<file path="src/rtl/iomem_port_irq.sv">
// Memory-mapped 8-bit output port, synchronized 8-bit input port and
// per-bit edge-triggered interrupt flags behind a valid/ready iomem handshake.
`timescale 1ns/1ps
module iomem_port_irq #(
    parameter logic [31:0] BASE_ADDR = 32'h0300_0000
) (
    input  logic        clk,
    input  logic        resetn,
    input  logic        iomem_valid,
    output logic        iomem_ready,
    input  logic [3:0]  iomem_wstrb,
    input  logic [31:0] iomem_addr,
    input  logic [31:0] iomem_wdata,
    output logic [31:0] iomem_rdata,
    output logic [7:0]  porta_out,
    input  logic [7:0]  portb_in,
    output logic        irq_out
);

    localparam logic [7:0] OFF_PORTA    = 8'h00;
    localparam logic [7:0] OFF_PORTB    = 8'h04;
    localparam logic [7:0] OFF_IRQ_EN   = 8'h08;
    localparam logic [7:0] OFF_IRQ_FLAG = 8'h0C;
    localparam logic [7:0] OFF_EDGE_SEL = 8'h10;

    typedef enum logic [0:0] {
        ST_IDLE = 1'b0,
        ST_ACK  = 1'b1
    } state_t;

    state_t      state_r;
    logic        iomem_ready_r;
    logic [31:0] iomem_rdata_r;
    logic [7:0]  porta_r;
    logic [7:0]  irq_en_r;
    logic [7:0]  irq_flag_r;
    logic [7:0]  edge_sel_r;
    logic [7:0]  sync1_r;
    logic [7:0]  sync2_r;
    logic [7:0]  hist_r;
    logic        irq_r;

    logic        hit_s;
    logic        accept_s;
    logic        write_s;
    logic        read_s;
    logic [7:0]  offset_s;
    logic [7:0]  rd_byte_s;
    logic [7:0]  w1c_s;
    logic [7:0]  edge_evt_s;
    logic [7:0]  irq_flag_next_s;

    // Bit i selects rising (sel=0) or falling (sel=1) detection on synchronized input.
    function automatic logic [7:0] edge_events(input logic [7:0] cur,
                                               input logic [7:0] prev,
                                               input logic [7:0] sel);
        edge_events = (~sel & cur & ~prev) | (sel & ~cur & prev);
    endfunction

    // Address decode and request qualification.
    always_comb begin
        offset_s = iomem_addr[7:0];
        hit_s    = iomem_valid && (iomem_addr[31:8] == BASE_ADDR[31:8]);
        accept_s = hit_s && (state_r == ST_IDLE) && !iomem_ready_r;
        write_s  = accept_s && iomem_wstrb[0];
        read_s   = accept_s && (iomem_wstrb == 4'h0);
    end

    // Read multiplexer; unmapped offsets read as zero.
    always_comb begin
        rd_byte_s = 8'h00;
        case (offset_s)
            OFF_PORTA:    rd_byte_s = porta_r;
            OFF_PORTB:    rd_byte_s = sync2_r;
            OFF_IRQ_EN:   rd_byte_s = irq_en_r;
            OFF_IRQ_FLAG: rd_byte_s = irq_flag_r;
            OFF_EDGE_SEL: rd_byte_s = edge_sel_r;
            default:      rd_byte_s = 8'h00;
        endcase
    end

    // Flag update: a fresh edge event wins over a same-cycle write-1-to-clear.
    always_comb begin
        w1c_s      = 8'h00;
        edge_evt_s = edge_events(sync2_r, hist_r, edge_sel_r);
        if (write_s && (offset_s == OFF_IRQ_FLAG)) begin
            w1c_s = iomem_wdata[7:0];
        end else begin
            w1c_s = 8'h00;
        end
        irq_flag_next_s = (irq_flag_r & ~w1c_s) | edge_evt_s;
    end

    // Handshake FSM with registered ready and read data.
    always_ff @(posedge clk) begin
        if (!resetn) begin
            state_r       <= ST_IDLE;
            iomem_ready_r <= 1'b0;
            iomem_rdata_r <= 32'h0000_0000;
        end else begin
            case (state_r)
                ST_IDLE: begin
                    if (accept_s) begin
                        state_r       <= ST_ACK;
                        iomem_ready_r <= 1'b1;
                        iomem_rdata_r <= read_s ? {24'h00_0000, rd_byte_s} : 32'h0000_0000;
                    end else begin
                        state_r       <= ST_IDLE;
                        iomem_ready_r <= 1'b0;
                        iomem_rdata_r <= 32'h0000_0000;
                    end
                end
                ST_ACK: begin
                    state_r       <= ST_IDLE;
                    iomem_ready_r <= 1'b0;
                    iomem_rdata_r <= 32'h0000_0000;
                end
                default: begin
                    state_r       <= ST_IDLE;
                    iomem_ready_r <= 1'b0;
                    iomem_rdata_r <= 32'h0000_0000;
                end
            endcase
        end
    end

    // Register file, input synchronizer and interrupt output.
    always_ff @(posedge clk) begin
        if (!resetn) begin
            porta_r    <= 8'h00;
            irq_en_r   <= 8'h00;
            irq_flag_r <= 8'h00;
            edge_sel_r <= 8'h00;
            sync1_r    <= 8'h00;
            sync2_r    <= 8'h00;
            hist_r     <= 8'h00;
            irq_r      <= 1'b0;
        end else begin
            if (write_s) begin
                case (offset_s)
                    OFF_PORTA:    porta_r    <= iomem_wdata[7:0];
                    OFF_IRQ_EN:   irq_en_r   <= iomem_wdata[7:0];
                    OFF_EDGE_SEL: edge_sel_r <= iomem_wdata[7:0];
                    default:      porta_r    <= porta_r;
                endcase
            end
            irq_flag_r <= irq_flag_next_s;
            sync1_r    <= portb_in;
            sync2_r    <= sync1_r;
            hist_r     <= sync2_r;
            irq_r      <= |(irq_flag_r & irq_en_r);
        end
    end

    assign iomem_ready = iomem_ready_r;
    assign iomem_rdata = iomem_rdata_r;
    assign porta_out   = porta_r;
    assign irq_out     = irq_r;

endmodule
</file>
<file path="config.mk">
export PLATFORM = sky130hd
export DESIGN_NAME = iomem_port_irq
export DESIGN_NICKNAME = d
export VERILOG_FILES = /design/src/rtl/iomem_port_irq.sv
export SDC_FILE = /design/constraint.sdc
export NUM_CORES = 1
export LEC_CHECK = 0
export BUFFER_PORTS_ARGS = -buffer_cell sky130_fd_sc_hd__buf_2
export CORE_MARGIN = 1.5
export CORE_UTILIZATION = 30
export CTS_BUF_LIST = sky130_fd_sc_hd__clkbuf_16
export CTS_CLUSTER_SIZE = 24
export DETAILED_ROUTE_END_ITERATION = 16
export GPL_ROUTABILITY_DRIVEN = 0
export PLACE_DENSITY_LB_ADDON = 0.05
export SLEW_MARGIN = 20
export SYNTH_ARGS = -nofsm -noshare
export SYNTH_HDL_FRONTEND = slang
export SYNTH_SLANG_ARGS = --single-unit
</file>
<file path="constraint.sdc">
create_clock -name clk -period 5.42 [get_ports clk]
set_input_delay 1.626 -clock clk [delete_from_list [all_inputs] [get_ports clk]]
set_output_delay 1.626 -clock clk [all_outputs]
set_load 0.02 [all_outputs]
</file>
==> results of run 1 <==
how the worst min path moves through the flow:
stage,endpoint,cells past startpoint
floorplan,sync2_r[0],1
global placement,sync2_r[2],1
detailed placement,sync2_r[3],1
CTS,sync2_r[3],1
global route,sync2_r[5],1
finish,sync2_r[3],1
sequential cells by signal (all words and copies together), names as in the netlist:
signal and count:
sync1_r 8, sync2_r 8, iomem_rdata 8, iomem_ready 1, irq_en_r 8, porta_out 8
irq_out 1, hist_r 8, edge_sel_r 8, irq_flag_r 8
where the power goes:
part	switching [mW]	leakage [nW]	internal (mW)	total (mW)
Combinational	0.0481	0.982	0.0309	0.0791
Sequential	0.00618	0.537	0.496	0.502
Clock	0.220	0.156	0.406	0.626
layout make-up:
cell class,count,area (um^2)
clock buffer,9,225
clock inverter,7,103
fill,982,5710
inverter,1,3.75
multi-input combinational,223,1480
sequential,66,1320
tap,129,161
timing repair buffer,73,368
cell families after synthesis:
group | Yosys count
and+or+nand+nor | 119
muxes | 38
buffers and inverters | 38
AOI/OAI and AO/OA | 42
DFF | 66
other | 1
layer usage:
metal,GRT usage (%),wire length (um),vias to the layer above
met5,0,0,-
met4,6.64,103,0
met3,2.94,413,9
met2,22.0,3070,79
met1,18.3,3350,1076
li1,-,-,1176
placed cells by master, fill, tap and decap left out, types with 2 or more instances in the layout:
cell       count
a22oi_1        4
a31oi_1       10
and2_1        24
and3b_1        8
buf_2         72
bufinv_16      2
clkbuf_16      9
clkinv_4       3
conb_1        24
dfxtp_1       66
mux2i_1       36
mux4_2         2
nand2_1       32
nand4_1        4
nor2_1        19
nor2b_1        3
nor3b_1       10
nor4_1         5
nor4_4         2
o21ai_0       13
o2bb2ai_1      6
o31ai_1        8
stage by stage:
step	power [mW]	hold slack [ps]	cells	area, um^2
after detailed placement	0.592	418	492	3330
after global routing	1.25	443	508	3660
final	1.21	430	508	3660
after floorplan	0.575	412	327	3030
after global placement	0.591	417	492	3330
after CTS	1.22	431	508	3660
==> flow_summary_export.csv, run 1 <==
group,metric,value,unit
cells_and_area,drive_gt1_share,25.6,%
timing,max_freq,0.299,GHz
logic_synthesis,synthAdderAreaFrac,0,%
logic_synthesis,ys_top_cells_by_area,"dfxtp_1 45%, mux2i_1 12%, buf_4 6.1%, and2_1 5.1%, nand2_1 4.1%",
setup_path,cpPeakStageDelay,930,ps
cells_and_area,insertedDiodeCount,0,
logic_synthesis,syn_avg_cell_area,9.70,um^2
clock_network,clk_path_buf_depth,2,
global_route,grt_pass1_vias,2186,
setup_path,worstSetupStartpoint,"iomem_addr[10]",
placed_design,post-place-ws,1700,ps
routing,routed_via_density,4.61,
floorplan,ioPinCount,121,
clock_network,cts.repair.resized,0,
timing,period_minus_slack,3340,ps
routing,drt_iter0_drc,86,
worst_hold_path,worst_hold_startpoint,"sync1_r[3]",
setup_path,worstPathCellList,"buf_2, nor4_1, nand4_1, nor4_4, mux2i_1",
routing,drc,0,
power_and_ir_drop,p_leak,1.68,nW
setup_path,path_delay_family,"simple AND/OR/NAND/NOR gates",
setup_path,worstRegToRegCells,4,
placed_design,numPortBuffers,72,
floorplan,core,0.00937,mm^2
global_route,grt_pass1_wl,10900,um
clock_network,cts_tree,"yes",
global_route,track_usage,14.0,%
setup_path,critical_path_class,"in2reg",
logic_synthesis,ys_warn_count,0,
logic_synthesis,synth_top_area_cell,"dfxtp_1",
logic_synthesis,synthFlopType,"dfxtp_1",
routing,firstDrtPassIters,4,
placed_design,hpwl,4750,um
logic_synthesis,muxShareOfSynthArea,13.8,%
floorplan,initial_core_util,31.5,%
logic_synthesis,synth_compound_area_share,9.47,%
setup_path,crit_path_end_kind,"flop",
setup_path,critPathMaxFanout,8,
routing,wl,6930,um
cells_and_area,utilization,39.1,%
logic_synthesis,synth_edf_count,0,
timing,worstMarginPinSlew,957,ps
setup_path,cp_num_buf_inv,1,
timing,maxSlewHeadroom,35.7,%
logic_synthesis,synth.distinct_cells,36,
setup_path,r2r_start,"iomem_ready",
floorplan,dieArea,0.0104,mm^2
timing,skew,6.24,ps
logic_synthesis,yosys.area_share.simple,23.9,%
logic_synthesis,synth_top_cells_by_count,"66 x dfxtp_1, 36 x mux2i_1, 32 x nand2_1, 24 x and2_1, 24 x buf_4",
setup_path,startpoint_type,"input port",
cells_and_area,syn2layout_area_growth,24.2,%
floorplan,dieWidth,102,um
setup_path,worstReg2RegEnd,"porta_out[5]",
clock_network,cts_max_level,3,
setup_path,required,5670,ps
timing,slew_violations,0,
routing,postRouteAntennaNets,0,
timing,setup_viol,0,
setup_path,crit_slowest_cell,"nor4_4",
logic_synthesis,synth_area,0.00295,mm^2
global_route,antenna_found_initial,0,
clock_network,clkTransAtPathRegs,60,ps
timing,setup_ws,2080,ps
logic_synthesis,yosysMostFrequentCell,"dfxtp_1",
clock_network,post_cts_buffers,0,
global_route,grt_max_degree,66,
timing,hold_viol,0,
floorplan,die_h,102,um
logic_synthesis,ys_ff_latch,66,
timing,rsz0062_at_grt,"false",
worst_hold_path,min_path_type,"reg2reg",
logic_synthesis,ys_seq_area_share,44.8,%
global_route,overflow,0,
routing,wl_per_cell,13.6,um
power_and_ir_drop,vdd_drop_max,0.170,mV
logic_synthesis,synthXorXnorAreaFrac,0,%
clock_network,clock_tree.root_cell,"clkbuf_16",
logic_synthesis,netlist_instances,304,
cells_and_area,fin_nets,453,
run,cap_violations,0,
power_and_ir_drop,powerDensity,330,mW/mm^2
setup_path,crit_path_end,"porta_out[5]",
logic_synthesis,synth_top_family_by_area,"simple AND/OR/NAND/NOR gates",
logic_synthesis,synth_top_area_share,44.8,%
clock_network,clock-sinks,66,
timing,fin_crit_sh,61.7,%
clock_network,cts_hold_buf,0,
floorplan,row_count,35,
routing,vias,2340,
setup_path,r2r_slack,3320,ps
setup_path,arrival,3590,ps
clock_network,cts_buffers,9,
clock_network,clkLatencyLatePin,330,ps
timing,setup_tns,0,ps
setup_path,crit_cells,5,
logic_synthesis,synthArstFlopShare,0,%
status,outcome,"completed",
No activity file was read; power rests on OpenSTA's default activity.
==> run 2: changes to the inputs <==
--- a/config.mk
+++ b/config.mk
@@ -5,6 +5,7 @@
 export SDC_FILE = /design/constraint.sdc
 export NUM_CORES = 1
 export LEC_CHECK = 0
+export ABC_AREA = 1
 export BUFFER_PORTS_ARGS = -buffer_cell sky130_fd_sc_hd__buf_2
 export CORE_MARGIN = 1.5
 export CORE_UTILIZATION = 30
==> constraint.sdc (replaced) <==
create_clock -name clk -period 3.49 [get_ports clk]
set_input_delay 1.047 -clock clk [delete_from_list [all_inputs] [get_ports clk]]
set_output_delay 1.047 -clock clk [all_outputs]
set_load 0.02 [all_outputs]
==> flow_summary_export.csv, run 2 <==
group,metric,value,unit
timing,worstMarginPinSlew,719,ps
timing,setup_viol,0,
setup_path,cpPeakStageDelay,470,ps
power_and_ir_drop,p_clk_share,46.1,%
clock_network,post_cts_buffers,0,
power_and_ir_drop,vdd_drop_max,0.182,mV
clock_network,cts_buffers,9,
global_route,overflow,0,
status,outcome,"completed",
setup_path,arrival,2560,ps
logic_synthesis,synth_edf_count,0,
timing,hold_viol,0,
routing,postRouteAntennaNets,0,
logic_synthesis,syn_avg_cell_area,6.50,um^2
clock_network,clock-sinks,66,
logic_synthesis,ys_top_cells_by_area,"dfxtp_1 39%, nand2_1 16%, inv_1 12%, nor2_1 7.1%, nand4_1 5.9%",
power_and_ir_drop,powerDensity,415,mW/mm^2
floorplan,dieArea,0.0119,mm^2
setup_path,critical_path_class,"in2reg",
timing,rsz0062_at_grt,"false",
timing,fin_crit_sh,66.1,%
global_route,antenna_found_initial,0,
worst_hold_path,min_path_type,"reg2reg",
floorplan,die_h,109,um
timing,slew_violations,0,
cells_and_area,final_common_cell,"nand2_1",
cells_and_area,syn2layout_area_growth,19.9,%
clock_network,cts_hold_buf,0,
clock_network,cts.repair.resized,0,
global_route,track_usage,15.7,%
routing,wl_per_cell,11.8,um
cells_and_area,fin_nets,676,
clock_network,clk_path_buf_depth,2,
logic_synthesis,synth_top_cells_by_count,"148 x nand2_1, 105 x inv_1, 66 x dfxtp_1, 64 x nor2_1, 32 x nand4_1",
clock_network,clkTransAtPathRegs,50,ps
logic_synthesis,yosysMostFrequentCell,"nand2_1",
timing,period_minus_slack,2310,ps
run,cap_violations,0,
floorplan,core,0.0109,mm^2
logic_synthesis,synth_top_area_share,39.0,%
routing,drc,0,
worst_hold_path,hold_path_depth,2,
setup_path,cp_num_buf_inv,1,
cells_and_area,drive_gt1_share,17.7,%
placed_design,hpwl,6360,um
setup_path,crit_top_cell,"nor2_1",
routing,firstDrtPassIters,4,
clock_network,clkLatencyLatePin,320,ps
timing,max_freq,0.434,GHz
logic_synthesis,ys_seq_area_share,39.0,%
floorplan,dieWidth,109,um
setup_path,crit_cells,8,
cells_and_area,insertedDiodeCount,0,
power_and_ir_drop,p_sw,0.413,mW
power_and_ir_drop,p_comb_share,7.7,%
setup_path,worstPathCellList,"buf_2, nor2_2, nand3_4, nor3_4, nor2_1, nand3_1, nand3_2, nor2_1",
floorplan,ioPinCount,121,
clock_network,cts_max_level,3,
routing,vias,3148,
logic_synthesis,ys_warn_count,0,
setup_path,path_delay_family,"simple AND/OR/NAND/NOR gates",
global_route,grt_pass1_vias,2894,
logic_synthesis,synthFlopType,"dfxtp_1",
placed_design,numPortBuffers,72,
setup_path,critPathMaxFanout,11,
power_and_ir_drop,p_sw_share,24.5,%
setup_path,startpoint_type,"input port",
clock_network,cts_tree,"yes",
timing,maxSlewHeadroom,51.9,%
clock_network,clock_tree.root_cell,"clkbuf_16",
power_and_ir_drop,p_int,1.27,mW
global_route,grt_pass1_wl,14200,um
global_route,grt_max_degree,49,
floorplan,row_count,38,
routing,routed_via_density,4.25,
logic_synthesis,synthArstFlopShare,0,%
logic_synthesis,synth_area,0.00339,mm^2
timing,setup_tns,0,ps
power_and_ir_drop,seq_power_share,46.2,%
power_and_ir_drop,p_leak,2.07,nW
floorplan,initial_core_util,31.0,%
timing,skew,5.24,ps
power_and_ir_drop,total_power,1.69,mW
routing,wl,8750,um
setup_path,crit_path_end_kind,"flop",
setup_path,worstRegToRegCells,8,
logic_synthesis,synth.distinct_cells,28,
setup_path,crit_slowest_cell,"nor3_4",
routing,drt_iter0_drc,108,
logic_synthesis,netlist_instances,522,
logic_synthesis,ys_ff_latch,66,
logic_synthesis,synth_top_area_cell,"dfxtp_1",
setup_path,required,3740,ps
cells_and_area,final_cell_mix,"148 x nand2_1, 105 x inv_1, 72 x buf_2",
==> run 2: changes by cell type after synthesis, sizes merged, moves of 18 or more <==
| cell | before | now |
|---|---|---|
| and2 | 24 | 0 |
| inv | 1 | 108 |
| mux2i | 36 | 0 |
| nand2 | 32 | 149 |
| nand4 | 4 | 32 |
| nor2 | 19 | 68 |
| nor3 | 1 | 19 |
==> run 2: metrics by stage <==
stage / area [um^2] / hold WS, ps / utilization [%] / setup WS [ps] / std cells
4_1_cts: 4070 / 409 / 37.2 / 1150 / 740
5_1_grt: 4070 / 440 / 37.2 / 991 / 740
2_1_floorplan: 3480 / 390 / - / 1350 / 545
3_5_place_dp: 3820 / 396 / 34.9 / 816 / 726
6_report: 4070 / 410 / 37.2 / 1180 / 740
3_3_place_gp: 3820 / 392 / 34.9 / 821 / 726
==> run 2: logic make-up (layout without fill, tap and decap cells) <==
logic type / Yosys count / after routing / share of synthesized area [%]
simple gates: 278 / 278 / 36.7
buf+inv: 147 / 202 / 19.4
other cells: 1 / 24 / 0.111
flops: 66 / 66 / 39.0
compound gates: 30 / 30 / 4.83
==> run 2: layout make-up <==
cell class / instances / area [um^2]
Timing Repair Buffer: 79 / 413
Sequential cell: 66 / 1320
Multi-Input combinational cell: 332 / 1500
Inverter: 109 / 409
Clock inverter: 5 / 23.8
Clock buffer: 9 / 225
Fill cell: 1192 / 6870
Tap cell: 140 / 175
==> run 2: worst paths after layout <==
path / endpoint / from / slack, ps
setup / recovery: iomem_rdata[4] / iomem_addr[7] / 1180
hold / removal: sync2_r[6] / sync1_r[6] / 410
setup reg to reg: irq_flag_r[2] / iomem_ready / 1780
hold reg to reg: sync2_r[6] / sync1_r[6] / 410
==> run 2: tightest hold or removal path, cell delays in order (launching register included) <==
cell and delay, ps:
dfxtp_1 300, nand2_1 40, inv_1 40
==> run 2: power groups by stage <==
stage	Clock, mW	Sequential [mW]	Combinational (mW)
global placement	0	0.795	0.128
floorplan	0	0.793	0.100
finish	0.779	0.780	0.129
global route	0.832	0.781	0.148
CTS	0.801	0.779	0.131
detailed placement	0	0.796	0.130
==> run 2: metal layers <==
layer	track usage [%]	wire length, um	up-vias
met1	20.7	4280	1354
met5	0	0	-
met3	2.19	483	12
met2	25.8	3830	96
li1	-	-	1686
met4	6.31	159	0
==> run 3: changes to the inputs <==
==> constraint.sdc (replaced) <==
create_clock -name clk -period 2.03 [get_ports clk]
set_input_delay 0.609 -clock clk [delete_from_list [all_inputs] [get_ports clk]]
set_output_delay 0.609 -clock clk [all_outputs]
set_load 0.02 [all_outputs]
==> flow_summary_export.csv, run 3 (synthesis results as in run 2) <==
group,metric,value,unit
floorplan,initial_core_util,31.0,%
setup_path,cpPeakStageDelay,300,ps
power_and_ir_drop,total_power,3.02,mW
setup_path,critPathMaxFanout,9,
routing,routed_via_density,4.18,
routing,firstDrtPassIters,4,
floorplan,dieWidth,109,um
floorplan,core,0.0109,mm^2
timing,hold_viol,0,
cells_and_area,drive_gt1_share,19.1,%
timing,period_minus_slack,1690,ps
clock_network,clk_path_buf_depth,2,
setup_path,crit_slowest_cell,"nor2_4",
global_route,antenna_found_initial,0,
floorplan,die_h,109,um
setup_path,cp_num_buf_inv,2,
routing,wl,8730,um
timing,maxSlewHeadroom,65.2,%
power_and_ir_drop,p_leak,2.15,nW
cells_and_area,final_common_cell,"nand2_1",
power_and_ir_drop,powerDensity,719,mW/mm^2
placed_design,dp_cells,736,
clock_network,cts_hold_buf,0,
setup_path,path_delay_family,"simple AND/OR/NAND/NOR gates",
timing,skew,3.85,ps
setup_path,arrival,1950,ps
timing,worstMarginPinSlew,522,ps
clock_network,cts_buffers,9,
run,cap_violations,0,
timing,rsz0062_at_grt,"false",
global_route,track_usage,15.8,%
routing,vias,3142,
cells_and_area,fin_area,0.00420,mm^2
floorplan,dieArea,0.0119,mm^2
timing,setup_tns,0,ps
clock_network,clkTransAtPathRegs,50,ps
routing,drt_iter0_drc,132,
cells_and_area,fillCellCount,1204,
floorplan,row_count,38,
cells_and_area,fin_nets,686,
global_route,overflow,0,
cells_and_area,insertedDiodeCount,0,
placed_design,numPortBuffers,72,
clock_network,clock_tree.root_cell,"clkbuf_16",
clock_network,post_cts_buffers,0,
global_route,grt_max_degree,49,
clock_network,cts_tree,"yes",
setup_path,crit_top_cell,"nand2_1",
worst_hold_path,min_path_type,"reg2reg",
timing,setup_viol,0,
setup_path,worstPathCellList,"buf_2, nor2_1, nand2_1, nor3_1, nand2_1, nor2_4, nand3_2, nand2_1, inv_1, nor2_1",
setup_path,crit_path_end_kind,"flop",
placed_design,placed_area,0.00392,mm^2
power_and_ir_drop,vdd_drop_max,0.368,mV
clock_network,cts.repair.resized,0,
placed_design,hpwl,6430,um
cells_and_area,final_cell_mix,"148 x nand2_1, 107 x inv_1, 72 x buf_2",
cells_and_area,syn2layout_area_growth,23.9,%
setup_path,startpoint_type,"input port",
timing,fin_hold_ws,408,ps
routing,drc,0,
clock_network,clock-sinks,66,
clock_network,clkLatencyLatePin,320,ps
setup_path,r2r_slack,510,ps
timing,slew_violations,0,
global_route,grt_pass1_vias,2833,
timing,max_freq,0.592,GHz
routing,postRouteAntennaNets,0,
setup_path,critical_path_class,"in2reg",
timing,fin_crit_sh,83.2,%
clock_network,cts_max_level,3,
setup_path,required,2290,ps
floorplan,ioPinCount,121,
status,outcome,"completed",
routing,wl_per_cell,11.6,um
global_route,grt_pass1_wl,14000,um
cells_and_area,fin_cells,751,
[run 3: cell type report]
cell class	instances	area, um^2	area share (%)
tap	140	175	4.17
timing repair buffer	89	513	12.2
clock buffer	9	225	5.36
multi-input combinational	332	1510	35.9
sequential	66	1320	31.4
clock inverter	6	51.3	1.22
inverter	109	409	9.74
[run 3: final timing paths]
kind	start	end	cells past startpoint
max	iomem_addr[15]	porta_out[2]	10
min	sync1_r[3]	sync2_r[3]	2
max reg2reg	iomem_ready	porta_out[2]	9
min reg2reg	sync1_r[3]	sync2_r[3]	2
[run 3: metrics by stage]
step / setup slack, ps / utilization, %
finish: 341 / 38.4
global route: 42.3 / 38.4
CTS: 256 / 38.4
detailed placement: -82.9 / 35.8
global placement: -52.0 / 35.8
floorplan: 327 / -
[run 3: per-layer routing]
| metal | vias to the layer above | global-route usage, % | wire length (um) |
|---|---|---|---|
| met1 | 1335 | 20.8 | 4210 |
| met2 | 90 | 24.6 | 3790 |
| met5 | - | 0 | 0 |
| li1 | 1706 | - | - |
| met4 | 0 | 6.77 | 163 |
| met3 | 11 | 3.73 | 564 |
[run 3: power breakdown]
part | leakage (nW) | total (mW) | internal, mW | switching, mW
Sequential | 0.537 | 1.34 | 1.32 | 0.0164
Combinational | 1.47 | 0.227 | 0.0753 | 0.152
Clock | 0.145 | 1.45 | 0.924 | 0.527
Total | 2.15 | 3.02 | 2.32 | 0.695
[run 3: tightest hold or removal path, stage by stage (launching register included)]
cell,delay [ps]
dfxtp_1,300
nand2_1,40
inv_1,40
